`src/rtl/rf_ctrl_pkg.sv`:
```
// rtl/rf_ctrl_pkg.sv - shared types and constants for the register-file write controller
package rf_ctrl_pkg;
    typedef enum logic {
        INIT = 1'b0,
        RUN  = 1'b1
    } state_t;

    localparam int NUM_REGS   = 32;
    localparam int REG_ZERO   = 0;
    localparam int CLEAR_LAST = 31;
endpackage

```
`src/rtl/rf_write_arbiter_if.sv`:
```
// rtl/rf_write_arbiter_if.sv - WB/MDU request and register-file write-port bundle
interface rf_write_arbiter_if #(
    parameter int WIDTH      = 32,
    parameter int ADDR_WIDTH = 5
);
    logic                       wb_we;
    logic [ADDR_WIDTH-1:0]      wb_addr;
    logic [WIDTH-1:0]           wb_data;
    logic                       md_valid;
    logic                       md_ready;
    logic [ADDR_WIDTH-1:0]      md_addr;
    logic [WIDTH-1:0]           md_data;
    logic                       RegWrite;
    logic [ADDR_WIDTH-1:0]      W_addr;
    logic [WIDTH-1:0]           W_data;
    logic                       busy;
    logic [2**ADDR_WIDTH-1:0]   pending;

    modport master (
        output wb_we, wb_addr, wb_data, md_valid, md_addr, md_data,
        input  md_ready, RegWrite, W_addr, W_data, busy, pending
    );

    modport slave (
        input  wb_we, wb_addr, wb_data, md_valid, md_addr, md_data,
        output md_ready, RegWrite, W_addr, W_data, busy, pending
    );
endinterface

```
`src/rtl/rf_wr_fifo.sv`:
```
// rtl/rf_wr_fifo.sv - MDU result buffer with per-entry squash and decoded pending mask
module rf_wr_fifo #(
    parameter int WIDTH      = 32,
    parameter int ADDR_WIDTH = 5,
    parameter int DEPTH      = 2
) (
    input  logic                     clk,
    input  logic                     rst,
    input  logic                     i_push,
    input  logic [ADDR_WIDTH-1:0]    i_push_addr,
    input  logic [WIDTH-1:0]         i_push_data,
    input  logic                     i_pop,
    input  logic                     i_sq_en,
    input  logic [ADDR_WIDTH-1:0]    i_sq_addr,
    output logic                     o_full,
    output logic                     o_empty,
    output logic                     o_head_live,
    output logic [ADDR_WIDTH-1:0]    o_head_addr,
    output logic [WIDTH-1:0]         o_head_data,
    output logic [2**ADDR_WIDTH-1:0] o_pending
);
    localparam int PW = $clog2(DEPTH);

    logic                  r_live [DEPTH];
    logic [ADDR_WIDTH-1:0] r_addr [DEPTH];
    logic [WIDTH-1:0]      r_data [DEPTH];
    logic [PW-1:0]         r_wr;
    logic [PW-1:0]         r_rd;
    logic [PW:0]           r_cnt;

    always_ff @(posedge clk) begin
        if (rst) begin
            r_wr  <= '0;
            r_rd  <= '0;
            r_cnt <= '0;
            for (int i = 0; i < DEPTH; i++) r_live[i] <= 1'b0;
        end else begin
            // Squashed entries keep their slot until popped, but stop counting as pending.
            for (int i = 0; i < DEPTH; i++)
                if (i_sq_en && r_addr[i] == i_sq_addr) r_live[i] <= 1'b0;
            if (i_pop) begin
                r_live[r_rd] <= 1'b0;
                r_rd         <= r_rd + PW'(1);
            end
            if (i_push) begin
                r_live[r_wr] <= 1'b1;
                r_addr[r_wr] <= i_push_addr;
                r_data[r_wr] <= i_push_data;
                r_wr         <= r_wr + PW'(1);
            end
            case ({i_push, i_pop})
                2'b10:   r_cnt <= r_cnt + (PW+1)'(1);
                2'b01:   r_cnt <= r_cnt - (PW+1)'(1);
                default: r_cnt <= r_cnt;
            endcase
        end
    end

    always_comb begin
        o_pending = '0;
        for (int i = 0; i < DEPTH; i++)
            if (r_live[i]) o_pending[r_addr[i]] = 1'b1;
    end

    assign o_full      = (r_cnt == (PW+1)'(DEPTH));
    assign o_empty     = (r_cnt == '0);
    assign o_head_live = r_live[r_rd];
    assign o_head_addr = r_addr[r_rd];
    assign o_head_data = r_data[r_rd];
endmodule

```
`src/rtl/rf_write_arbiter.sv`:
```
// rtl/rf_write_arbiter.sv - register-file write-port owner: reset clear, WB/MDU arbitration
module rf_write_arbiter
    import rf_ctrl_pkg::*;
#(
    parameter int WIDTH      = 32,
    parameter int ADDR_WIDTH = 5,
    parameter int FIFO_DEPTH = 2
) (
    input logic                clk,
    input logic                rst,
    rf_write_arbiter_if.slave  bus
);
    state_t                r_state;
    state_t                w_state_nx;
    logic [ADDR_WIDTH-1:0] r_cnt;
    logic                  r_done;
    logic                  r_we;
    logic [ADDR_WIDTH-1:0] r_waddr;
    logic [WIDTH-1:0]      r_wdata;

    logic                  w_we;
    logic [ADDR_WIDTH-1:0] w_addr;
    logic [WIDTH-1:0]      w_data;
    logic                  w_pop;
    logic                  w_push;
    logic                  w_wb_win;
    logic                  w_md_ready;
    logic                  w_full;
    logic                  w_empty;
    logic                  w_head_live;
    logic [ADDR_WIDTH-1:0] w_head_addr;
    logic [WIDTH-1:0]      w_head_data;
    logic [2**ADDR_WIDTH-1:0] w_pending;

    assign w_wb_win   = (r_state == RUN) && bus.wb_we && (bus.wb_addr != ADDR_WIDTH'(REG_ZERO));
    assign w_md_ready = (r_state == RUN) && !w_full;
    // Zero-destination results and results overwritten by a same-edge WB never enter the buffer.
    assign w_push     = bus.md_valid && w_md_ready && (bus.md_addr != ADDR_WIDTH'(REG_ZERO))
                        && !(w_wb_win && bus.wb_addr == bus.md_addr);

    always_comb begin
        w_state_nx = r_state;
        w_we       = 1'b0;
        w_addr     = '0;
        w_data     = '0;
        w_pop      = 1'b0;
        case (r_state)
            INIT: begin
                if (r_done) begin
                    w_state_nx = RUN;
                end else begin
                    w_we   = 1'b1;
                    w_addr = r_cnt;
                end
            end
            RUN: begin
                if (w_wb_win) begin
                    w_we   = 1'b1;
                    w_addr = bus.wb_addr;
                    w_data = bus.wb_data;
                end else if (!w_empty) begin
                    w_pop = 1'b1;
                    if (w_head_live) begin
                        w_we   = 1'b1;
                        w_addr = w_head_addr;
                        w_data = w_head_data;
                    end
                end
            end
            default: w_state_nx = INIT;
        endcase
    end

    always_ff @(posedge clk) begin
        if (rst) begin
            r_state <= INIT;
            r_cnt   <= ADDR_WIDTH'(1);
            r_done  <= 1'b0;
            r_we    <= 1'b0;
            r_waddr <= '0;
            r_wdata <= '0;
        end else begin
            r_state <= w_state_nx;
            r_we    <= w_we;
            r_waddr <= w_addr;
            r_wdata <= w_data;
            if (r_state == INIT && !r_done) begin
                r_cnt <= r_cnt + ADDR_WIDTH'(1);
                if (r_cnt == ADDR_WIDTH'(CLEAR_LAST)) r_done <= 1'b1;
            end
        end
    end

    rf_wr_fifo #(
        .WIDTH      (WIDTH),
        .ADDR_WIDTH (ADDR_WIDTH),
        .DEPTH      (FIFO_DEPTH)
    ) u_fifo (
        .clk         (clk),
        .rst         (rst),
        .i_push      (w_push),
        .i_push_addr (bus.md_addr),
        .i_push_data (bus.md_data),
        .i_pop       (w_pop),
        .i_sq_en     (w_wb_win),
        .i_sq_addr   (bus.wb_addr),
        .o_full      (w_full),
        .o_empty     (w_empty),
        .o_head_live (w_head_live),
        .o_head_addr (w_head_addr),
        .o_head_data (w_head_data),
        .o_pending   (w_pending)
    );

    assign bus.md_ready = w_md_ready;
    assign bus.RegWrite = r_we;
    assign bus.W_addr   = r_waddr;
    assign bus.W_data   = r_wdata;
    assign bus.busy     = (r_state == INIT);
    assign bus.pending  = w_pending;
endmodule
```
`src/flat_wrapper.sv`:
```
// flat-port wrapper written by rule: the top's interface ports become plain ports
module rf_write_arbiter_flat import rf_ctrl_pkg::*;
#(
    parameter int WIDTH      = 32,
    parameter int ADDR_WIDTH = 5,
    parameter int FIFO_DEPTH = 2
)
  (clk, rst, bus_wb_we, bus_wb_addr, bus_wb_data, bus_md_valid, bus_md_addr, bus_md_data, bus_md_ready, bus_RegWrite, bus_W_addr, bus_W_data, bus_busy, bus_pending);
  rf_write_arbiter_if #(.WIDTH(WIDTH), .ADDR_WIDTH(ADDR_WIDTH)) bus_i ();
  input logic clk;
  input logic rst;
  input wire logic [$bits(bus_i.wb_we)-1:0] bus_wb_we;
  input wire logic [$bits(bus_i.wb_addr)-1:0] bus_wb_addr;
  input wire logic [$bits(bus_i.wb_data)-1:0] bus_wb_data;
  input wire logic [$bits(bus_i.md_valid)-1:0] bus_md_valid;
  input wire logic [$bits(bus_i.md_addr)-1:0] bus_md_addr;
  input wire logic [$bits(bus_i.md_data)-1:0] bus_md_data;
  output wire logic [$bits(bus_i.md_ready)-1:0] bus_md_ready;
  output wire logic [$bits(bus_i.RegWrite)-1:0] bus_RegWrite;
  output wire logic [$bits(bus_i.W_addr)-1:0] bus_W_addr;
  output wire logic [$bits(bus_i.W_data)-1:0] bus_W_data;
  output wire logic [$bits(bus_i.busy)-1:0] bus_busy;
  output wire logic [$bits(bus_i.pending)-1:0] bus_pending;
  assign bus_i.wb_we = bus_wb_we;
  assign bus_i.wb_addr = bus_wb_addr;
  assign bus_i.wb_data = bus_wb_data;
  assign bus_i.md_valid = bus_md_valid;
  assign bus_i.md_addr = bus_md_addr;
  assign bus_i.md_data = bus_md_data;
  assign bus_md_ready = bus_i.md_ready;
  assign bus_RegWrite = bus_i.RegWrite;
  assign bus_W_addr = bus_i.W_addr;
  assign bus_W_data = bus_i.W_data;
  assign bus_busy = bus_i.busy;
  assign bus_pending = bus_i.pending;
  rf_write_arbiter #(.WIDTH(WIDTH), .ADDR_WIDTH(ADDR_WIDTH), .FIFO_DEPTH(FIFO_DEPTH)) u_core (.clk(clk), .rst(rst), .bus(bus_i));
endmodule
```
`config.mk`:
```
export PLATFORM = sky130hd
export DESIGN_NAME = rf_write_arbiter_flat
export DESIGN_NICKNAME = d
export VERILOG_FILES = /design/src/rtl/rf_ctrl_pkg.sv /design/src/rtl/rf_write_arbiter_if.sv /design/src/rtl/rf_wr_fifo.sv /design/src/rtl/rf_write_arbiter.sv /design/src/flat_wrapper.sv
export SDC_FILE = /design/constraint.sdc
export NUM_CORES = 1
export LEC_CHECK = 0
export BUFFER_PORTS_ARGS = -buffer_cell sky130_fd_sc_hd__buf_2
export CELL_PAD_IN_SITES_DETAIL_PLACEMENT = 1
export CELL_PAD_IN_SITES_GLOBAL_PLACEMENT = 2
export CORE_MARGIN = 5
export CORE_UTILIZATION = 33
export DETAILED_ROUTE_END_ITERATION = 7
export MAX_ROUTING_LAYER = met4
export PLACE_DENSITY = 0.81
export SLEW_MARGIN = 20
export SYNTH_ARGS = -nofsm -noshare
export SYNTH_HDL_FRONTEND = slang
export SYNTH_SLANG_ARGS = --single-unit
```
`constraint.sdc`:
```
create_clock -name clk -period 4.3 [get_ports clk]
set_input_delay 0.86 -clock clk [delete_from_list [all_inputs] [get_ports clk]]
set_output_delay 0.86 -clock clk [all_outputs]
set_load 0.02 [all_outputs]
```
-- Word level (Yosys, flattened, before mapping)
Memories as Yosys holds them, arrays and structs flattened. A register that Yosys moved wholly into a read port is not among the register bits.
Cells that the tools add are included.
- flip-flop bits (word level): 49
- RAM bits: 76
- input port bits: 78
- output and inout bits: 72
- logic and storage cells: 104
- memories: 3
- memory list (name ; words ; width ; read ports ; clocked after Yosys merged registers in ; write ports ; RTL line ; RTL):
    u_core.u_fifo.r_data ; 2 ; 32 ; 1 ; 1 ; 1 ; rf_wr_fifo.sv:26 ; logic [WIDTH-1:0] r_data [DEPTH];
    u_core.u_fifo.r_addr ; 2 ; 5 ; 3 ; 1 ; 1 ; rf_wr_fifo.sv:25 ; logic [ADDR_WIDTH-1:0] r_addr [DEPTH];
    u_core.u_fifo.r_live ; 2 ; 1 ; 3 ; 1 ; 3 ; rf_wr_fifo.sv:24 ; logic r_live [DEPTH];
- $add $sub $neg: 5
- magnitude comparators: 4
- equal/unequal tests: 7
- muxes and demuxes: 50
- bitwise operators: 4
- reduce and logical (&&, ||, !) cells: 22
- operator list (cell ; count):
    $mux W32 ; 5
    $mux W1 ; 36
    $or A32 B32 Y32 ; 1
    $mux W5 ; 4
    $eq A5 B5 Y1 ; 3
    $logic_and A1 B1 Y1 ; 12
    $lt A5 B6 Y1 const B ; 2
    $demux W1 S5 ; 2
    $ge A5 B1 Y1 const B ; 2
    $pmux W5 S2 ; 1
    $reduce_bool A5 Y1 ; 2
    $add A5 B1 Y5 const B ; 1
    $eq A5 B5 Y1 const B ; 1
    $eq A2 B2 Y1 const B ; 2
    $pmux W2 S2 ; 1
    $logic_not A1 Y1 ; 3
    $add A1 B1 Y1 const B ; 2
    $add A2 B1 Y2 const B ; 1
    $eq A2 B1 Y1 const B ; 1
    $logic_not A2 Y1 ; 1
    $or A1 B1 Y1 ; 2
    $pmux W1 S2 ; 1
    $reduce_and A2 Y1 ; 1
    $reduce_bool A2 Y1 ; 1
    other kinds (4) ; 4

-- Longest topological paths before layout
Gate-level depths: netlist (run 1).
- depth in word-level cells: 9
- gate-level depth with buffers: 9
- depth with buffers taken out: 8

-- By module
Synthesis (run 1) repeated with hierarchy kept, for this count alone.
- cell total of the unflattened synthesis: 453
- area, all modules: 5489.0 um^2
- by module, submodules not included (module ; times used ; cells each ; area each (um^2) ; seq. area each (um^2)):
    rf_wr_fifo ; 1 ; 229 ; 3483.3 ; 2362.3
    rf_write_arbiter ; 1 ; 224 ; 2005.7 ; 900.9

-- Worst setup path before layout (run 1)
Ideal clock, no wire load.
- path type: input to register
- start: input bus_wb_addr[0]
- end: memory u_core.u_fifo.r_addr[1][0], enable pin
- library setup time: 431 ps
- arrival: 3469 ps
- required time: 3869 ps
- path slack: 400 ps
- cell stages on the path: 5
- buffers on the path: 0
- path through: or3_1 -> o31a_4 -> nand4_1 -> o2111ai_2 -> nor2_1
- longest elaborated chain between the ends: 8
- elaborated cells between the ends (all ways): 9
- classes of those cells: 1 x eq/ne; 3 x mux; 5 x reduce/logical
- RTL lines (element ; RTL line ; RTL):
    from (decl) ; flat_wrapper.sv:13 ; input wire logic [$bits(bus_i.wb_addr)-1:0] bus_wb_addr;
    $reduce_bool A5 Y1 ; rf_write_arbiter.sv:35 ; assign w_wb_win = (r_state == RUN) && bus.wb_we && (bus.wb_addr != ADDR_WIDTH'(REG_ZERO));
    $logic_and A1 B1 Y1 ; rf_write_arbiter.sv:35 ;
    $logic_and A1 B1 Y1 * ; rf_write_arbiter.sv:39 ; && !(w_wb_win && bus.wb_addr == bus.md_addr);
    $logic_not A1 Y1 * ; rf_write_arbiter.sv:39 ;
    $logic_and A1 B1 Y1 * ; rf_write_arbiter.sv:39 ;
    $mux W1 * ; rf_wr_fifo.sv:45 ; if (i_push) begin
    $mux W1 * ; rf_wr_fifo.sv:32 ; if (rst) begin
    $mux W1 (not written as such) * ; rf_wr_fifo.sv:47 ; r_addr[r_wr] <= i_push_addr;
    to (decl) ; rf_wr_fifo.sv:25 ;
Mark *: on every way between the ends. The rest lies on a longest branch, timed or not.

==> results of run 1 <==
## placed cells by master (no fill, tap or decap), types with 2 or more instances in the layout
| cell | instances |
|---|---|
| clkinv_4 | 2 |
| clkinv_2 | 3 |
| nand3_1 | 5 |
| ha_1 | 3 |
| mux2i_1 | 32 |
| nand2b_1 | 6 |
| inv_1 | 3 |
| buf_2 | 149 |
| o22ai_1 | 33 |
| nor3_2 | 8 |
| xnor2_1 | 9 |
| nand2_1 | 6 |
| nor2_1 | 48 |
| nand4_1 | 3 |
| nand3b_1 | 10 |
| o21ai_0 | 5 |
| edfxtp_1 | 74 |
| a222oi_1 | 5 |
| clkinvlp_4 | 4 |
| nor2_4 | 2 |
| diode_2 | 3 |
| xor2_1 | 11 |
| clkbuf_16 | 19 |
| buf_4 | 8 |
| clkbuf_8 | 2 |
| mux2_2 | 6 |
| or3_1 | 5 |
| nor3_1 | 28 |
| a21oi_1 | 38 |
| or3b_2 | 4 |
| dfxtp_1 | 51 |
## per-layer routing
metal / up-vias / wire [um] / GRT usage, %
met4: 0 / 119 / 3.92
li1: 1933 / - / -
met1: 1977 / 6140 / 18.6
met2: 140 / 7210 / 28.3
met5: - / 0 / -
met3: 11 / 998 / 4.70
## through the flow
stage	util [%]	hold slack, ns
floorplan	-	0.470
global placement	39.6	0.494
detailed placement	39.6	0.509
CTS	43.3	0.521
global route	43.3	0.542
finish	43.3	0.513
## where the power goes
part           switching [mW]  total, mW  leakage [nW]  internal [mW]
registers             0.00549       1.29          1.09           1.28
logic                  0.0421     0.0822          1.11         0.0401
clock network           0.514       1.35         0.278          0.836
total                   0.561       2.72          2.48           2.16
## cell type report
cell class | instances | area share (%)
antenna | 3 | 0.110
clock buffer | 21 | 7.39
clock inverter | 11 | 1.14
inverter | 3 | 0.165
multi-input combinational | 279 | 27.4
sequential | 126 | 48.0
tap | 216 | 3.97
timing repair buffer | 157 | 11.8
## registers in the layout, indices dropped and copies added (netlist names), named ones only
| signal | count |
|---|---|
| u_core.u_fifo.r_cnt | 2 |
| u_core.bus.W_addr | 5 |
| u_core.r_cnt | 5 |
| u_core.u_fifo.r_data | 64 |
| u_core.r_state | 1 |
| u_core.u_fifo.r_wr | 1 |
| u_core.u_fifo.r_addr | 10 |
| u_core.u_fifo.r_live | 2 |
| u_core.r_done | 1 |
| u_core.u_fifo.r_rd | 1 |
| u_core.bus.RegWrite | 1 |
| u_core.bus.W_data | 32 |
## logic make-up after synthesis
| logic type | count (synthesis) |
|---|---|
| AO/OA/AOI/OAI | 89 |
| XOR/XNOR | 20 |
| adder cells (fa/ha/maj) | 3 |
| buffers and inverters | 34 |
| flip-flops | 126 |
| multiplexers | 38 |
| AND/OR/NAND/NOR | 129 |
## critical path, stage by stage (launching register included)
cell	delay, ns
edfxtp_1	0.49
or3b_2	0.62
o22ai_1	0.23
buf_2	0.20
## worst max path at each step
| stage | startpoint | end | cells past startpoint |
|---|---|---|---|
| 6_report | u_core.u_fifo.r_addr[0][1] | bus_pending[16] | 3 |
| 5_1_grt | u_core.u_fifo.r_addr[0][1] | bus_pending[16] | 3 |
| 4_1_cts | u_core.u_fifo.r_addr[0][1] | bus_pending[16] | 3 |
| 3_5_place_dp | bus_wb_addr[0] | u_core.u_fifo.r_cnt[1] | 8 |
| 2_1_floorplan | bus_wb_addr[0] | u_core.u_fifo.r_addr[1][0] | 5 |
| 3_3_place_gp | bus_wb_addr[0] | u_core.u_fifo.r_cnt[1] | 8 |
==> impl_metrics.csv, run 1 <==
group,metric,value,unit
run_status,status,"completed",
placed_design,dp_hpwl,10500,um
min_path,min_path_type,"flip-flop to flip-flop",
clock_tree,cts_root_buf,"clkbuf_16",
min_path,min-delay-start,"u_core.r_done",
pwr,power,2.72,mW
sta,slew_headroom,47.8,%
sta,setup_tns,0,ns
cells_and_area,final-instance-count-excl-fill,816,
setup_path,reg2reg_depth,6,
cells_and_area,register_area,3260,um2
routing,wl_per_cell,17.7,um
pwr,power.density,400,nW/um2
sta,fmax,357,MHz
setup_path,worstPathMaxFanout,8,
setup_path,required,3.44,ns
floorplan,start_util,33.4,%
placed_design,pre_cts_slack,1.17,ns
sta,finClkSkew,0.0151,ns
yosys,synth_edf_count,74,
yosys,synthMuxAreaShare,7.40,%
routing,ant_nets,0,
job,drv_cap,0,
cells_and_area,area_growth,29.8,%
clock_tree,ctsHoldBuffers,0,
yosys,synthesis.area,5240,um2
global_routing,antenna_found_initial,3,
min_path,holdPathEnd,"u_core.r_done",
setup_path,crit_type,"flip-flop to output port",
clock_tree,cts_tree,"done",
yosys,synth_area_per_cell,11.9,um2
yosys,synth_compound_area_share,10.5,%
sta,setup_slack,1.50,ns
yosys,synth_top_family_by_area,"simple AND/OR/NAND/NOR gates",
clock_tree,clk_pin_slew,0.05,ns
cells_and_area,multi_input_area,1870,um2
yosys,synth_common_cells,"74 x edfxtp_1, 52 x dfxtp_1, 50 x nor2_1",
placed_design,portBuffers,149,
yosys,yosysMostFrequentCell,"edfxtp_1",
yosys,synthXorXnorAreaFrac,3.34,%
sta,rsz0062_at_grt,"false",
cells_and_area,nNetsFinal,665,
yosys,synth_top_area_share,42.4,%
routing,routed_wl,14500,um
floorplan,core,15700,um2
yosys,yosys-top-cells-area,"edfxtp_1 42%, dfxtp_1 20%, mux2i_1 6.1%, o22ai_1 3.9%, a21oi_1 3.6%",
yosys,synth-simple-area-share,13.0,%
clock_tree,cts.path.max_buffers,2,
global_routing,grt_pass1_wl,22900,um
placed_design,placed_area,6220,um2
pwr,p_leak,2.48,nW
cells_and_area,nFillCells,1734,
setup_path,r2r_slack,2.01,ns
placed_design,routabilityCongestion,0.789,
routing,drc,0,
clock_tree,cts_made_buffers,17,
sta,setup_viol,0,
floorplan,num_rows,46,
routing,drtIter0Drc,192,
floorplan,fp.dieW,136,um
global_routing,grt_pass1_vias,4391,
sta,fin_crit_sh,65.1,%
setup_path,startpoint_type,"flip-flop",
routing,vias_per_cell,4.98,
clock_tree,cts_setup_buffers,0,
pwr,ir_worst_vdd,0.000229,V
min_path,worstHoldPathCells,2,
yosys,ys.flop_type,"edfxtp_1",
sta,fin_crit,2.80,ns
global_routing,grt_max_degree,68,
yosys,synth-seq-cells,126,
global_routing,grt_usage,16.3,%
setup_path,end_kind,"output port",
yosys,synth_cells,439,
floorplan,pin_count,150,
yosys,synth_warnings,0,
clock_tree,cts_resized,0,
sta,hold_violations,0,
yosys,async_flop_share,0,%
cells_and_area,drive_above_1_share,35.8,%
setup_path,r2r_end,"u_core.bus.W_addr[0]",
yosys,ys_seq_area_share,62.2,%
yosys,synth.net_count,520,
placed_design,placed_cells,781,
setup_path,reg2reg_from,"u_core.r_state",
routing,vias,4061,
setup_path,arrival,1.94,ns
clock_tree,cts.htree.levels,4,
yosys,synth_fa_ha_area_share,0.716,%
floorplan,die-area,18500,um2
yosys,ys_types,38,
floorplan,die_h,136,um
sta,drv_slew,0,
global_routing,grt_overflow_total,0,
sta,worstMarginPinSlew,0.780,ns
routing,drtPass1Iterations,6,
clock_tree,clock_latency,0.41,ns
cells_and_area,final_cell_area,6810,um2
yosys,synth_top_area_cell,"edfxtp_1",
clock_tree,cts.sinks,126,
(Power assumes the default switching activity.)
==> run 2: changes to the inputs <==
CORE_UTILIZATION = 30   (was 33)
PLACE_DENSITY = 0.78   (was 0.81)
clock period = 2.3 ns   (was 4.3 ns; I/O delays follow)
==> impl_metrics.csv, run 2 (synthesized netlist as in run 1, its figures left out) <==
group,metric,value,unit
cells_and_area,final_cell_mix,"149 x buf_2, 74 x edfxtp_1, 51 x dfxtp_1, 48 x nor2_1, 38 x a21oi_1",
pwr,combPwrFrac,3.1,%
sta,hold_violations,0,
setup_path,r2r_end,"u_core.bus.W_addr[0]",
min_path,worstHoldPathCells,1,
setup_path,end_kind,"output port",
setup_path,worstPathMaxFanout,8,
pwr,switching_power,1.09,mW
global_routing,grt_usage,16.0,%
floorplan,fp.dieW,142,um
floorplan,die-area,20200,um2
cells_and_area,mostFrequentLayoutCell,"buf_2",
clock_tree,cts.htree.levels,4,
floorplan,pin_count,150,
placed_design,placed_cells,805,
clock_tree,cts_tree,"done",
placed_design,portBuffers,149,
routing,drtIter0Drc,181,
sta,slew_headroom,60.6,%
pwr,pwr-share-clk,52.6,%
pwr,switching_share,20.1,%
sta,fin_crit_sh,96.6,%
routing,drc,0,
setup_path,reg2reg_depth,7,
clock_tree,clk_pin_slew,0.06,ns
routing,drtPass1Iterations,6,
routing,routed_wl,15700,um
pwr,p_leak,2.66,nW
floorplan,die_h,142,um
cells_and_area,top_register,"u_core.u_fifo.r_data",
global_routing,grt_overflow_total,0,
sta,setup_viol,0,
min_path,holdPathEnd,"u_core.u_fifo.r_data[1][1]",
sta,setup_tns,0,ns
global_routing,grt_pass1_vias,4507,
cells_and_area,multi_input_area,1910,um2
cells_and_area,area_growth,37.1,%
cells_and_area,nNetsFinal,691,
pwr,ir_worst_vdd,0.000453,V
clock_tree,cts_made_buffers,17,
clock_tree,cts_root_buf,"clkbuf_16",
run_status,status,"completed",
min_path,min_path_type,"primary input to flip-flop",
floorplan,num_rows,48,
cells_and_area,nFillCells,1908,
setup_path,crit_type,"flip-flop to output port",
global_routing,grt_max_degree,68,
cells_and_area,fin_util,41.7,%
clock_tree,cts.path.max_buffers,2,
floorplan,start_util,30.4,%
pwr,power.density,756,nW/um2
pwr,power.share.sequential,44.3,%
sta,fin_crit,2.22,ns
job,drv_cap,0,
cells_and_area,final-instance-count-excl-fill,852,
clock_tree,cts.sinks,126,
routing,wl_per_cell,18.4,um
sta,rsz0062_at_grt,"true",
setup_path,reg2reg_from,"u_core.r_state",
setup_path,arrival,1.76,ns
global_routing,grt_pass1_wl,24200,um
cells_and_area,drive_above_1_share,39.3,%
pwr,power,5.43,mW
pwr,power.internal,4.34,mW
setup_path,startpoint_type,"flip-flop",
routing,vias_per_cell,4.95,
setup_path,r2r_slack,0.26,ns
clock_tree,clock_latency,0.42,ns
placed_design,routabilityCongestion,0.838,
sta,fmax,450,MHz
sta,worstMarginPinSlew,0.591,ns
placed_design,dp_hpwl,11000,um
sta,setup_slack,0.0776,ns
global_routing,antenna_found_initial,2,
placed_design,pre_cts_slack,-0.0669,ns
cells_and_area,register_area,3260,um2
sta,finClkSkew,0.0174,ns
min_path,min-delay-start,"bus_md_data[1]",
setup_path,required,1.84,ns
floorplan,core,17200,um2
sta,drv_slew,0,
cells_and_area,largest_reg_flops,64,
routing,ant_nets,0,
routing,vias,4216,
-- run 2: layer usage --
metal,share of wire [%],vias to the layer above,global-route usage (%)
met4,1.3,0,4.75
met2,50,161,26.2
li1,-,1996,-
met3,7.1,17,4.84
met5,0,-,-
met1,42,2042,19.0
-- run 2: final cells by class --
class | instances | area share [%]
well taps | 225 | 3.92
clock buffers | 21 | 6.84
repair buffers | 183 | 14.8
flip-flops and latches | 126 | 45.4
clock inverters | 11 | 2.09
diodes | 4 | 0.139
multi-input cells | 279 | 26.6
inverters | 3 | 0.157
-- run 2: power by group through the flow --
stage	sequential [mW]	clock (mW)	combinational, mW
after floorplan	2.46	0	0.0471
after detailed placement	2.45	0	0.165
after CTS	2.41	2.92	0.167
after global placement	2.45	0	0.157
final	2.41	2.86	0.166
after global routing	2.41	3.03	0.183
-- run 2: how the worst max path moves through the flow --
stage	depth (start not counted)	slack (ns)	start	to
2_1_floorplan	5	-0.15	bus_wb_addr[0]	u_core.u_fifo.r_addr[1][0]
3_3_place_gp	9	-0.05	bus_wb_addr[0]	u_core.u_fifo.r_cnt[1]
3_5_place_dp	9	-0.07	bus_wb_addr[0]	u_core.u_fifo.r_cnt[1]
4_1_cts	3	0.005	u_core.u_fifo.r_addr[0][1]	bus_pending[0]
5_1_grt	4	-0.004	u_core.u_fifo.r_addr[1][2]	bus_pending[27]
6_report	3	0.08	u_core.u_fifo.r_addr[1][2]	bus_pending[7]
-- run 2: through the flow --
| step | hold slack [ns] | cell area [um2] |
|---|---|---|
| floorplan | 0.470 | 5280 |
| global placement | 0.490 | 6420 |
| detailed placement | 0.503 | 6420 |
| CTS | 0.206 | 7120 |
| global route | 0.205 | 7180 |
| finish | 0.225 | 7190 |
-- run 2: repair_timing --
item | CTS | global route
hold buffers | 0 | 0
setup endpoints to repair | 15 | 18
gates resized for setup | 3 | 7
endpoints found under the hold margin | 0 | 0
setup buffers | 7 | 4
-- run 2: critical path, stage by stage (launching register included) --
cell and delay (ns):
edfxtp_1 0.51, or3b_4 0.45, o22ai_1 0.18, buf_2 0.21
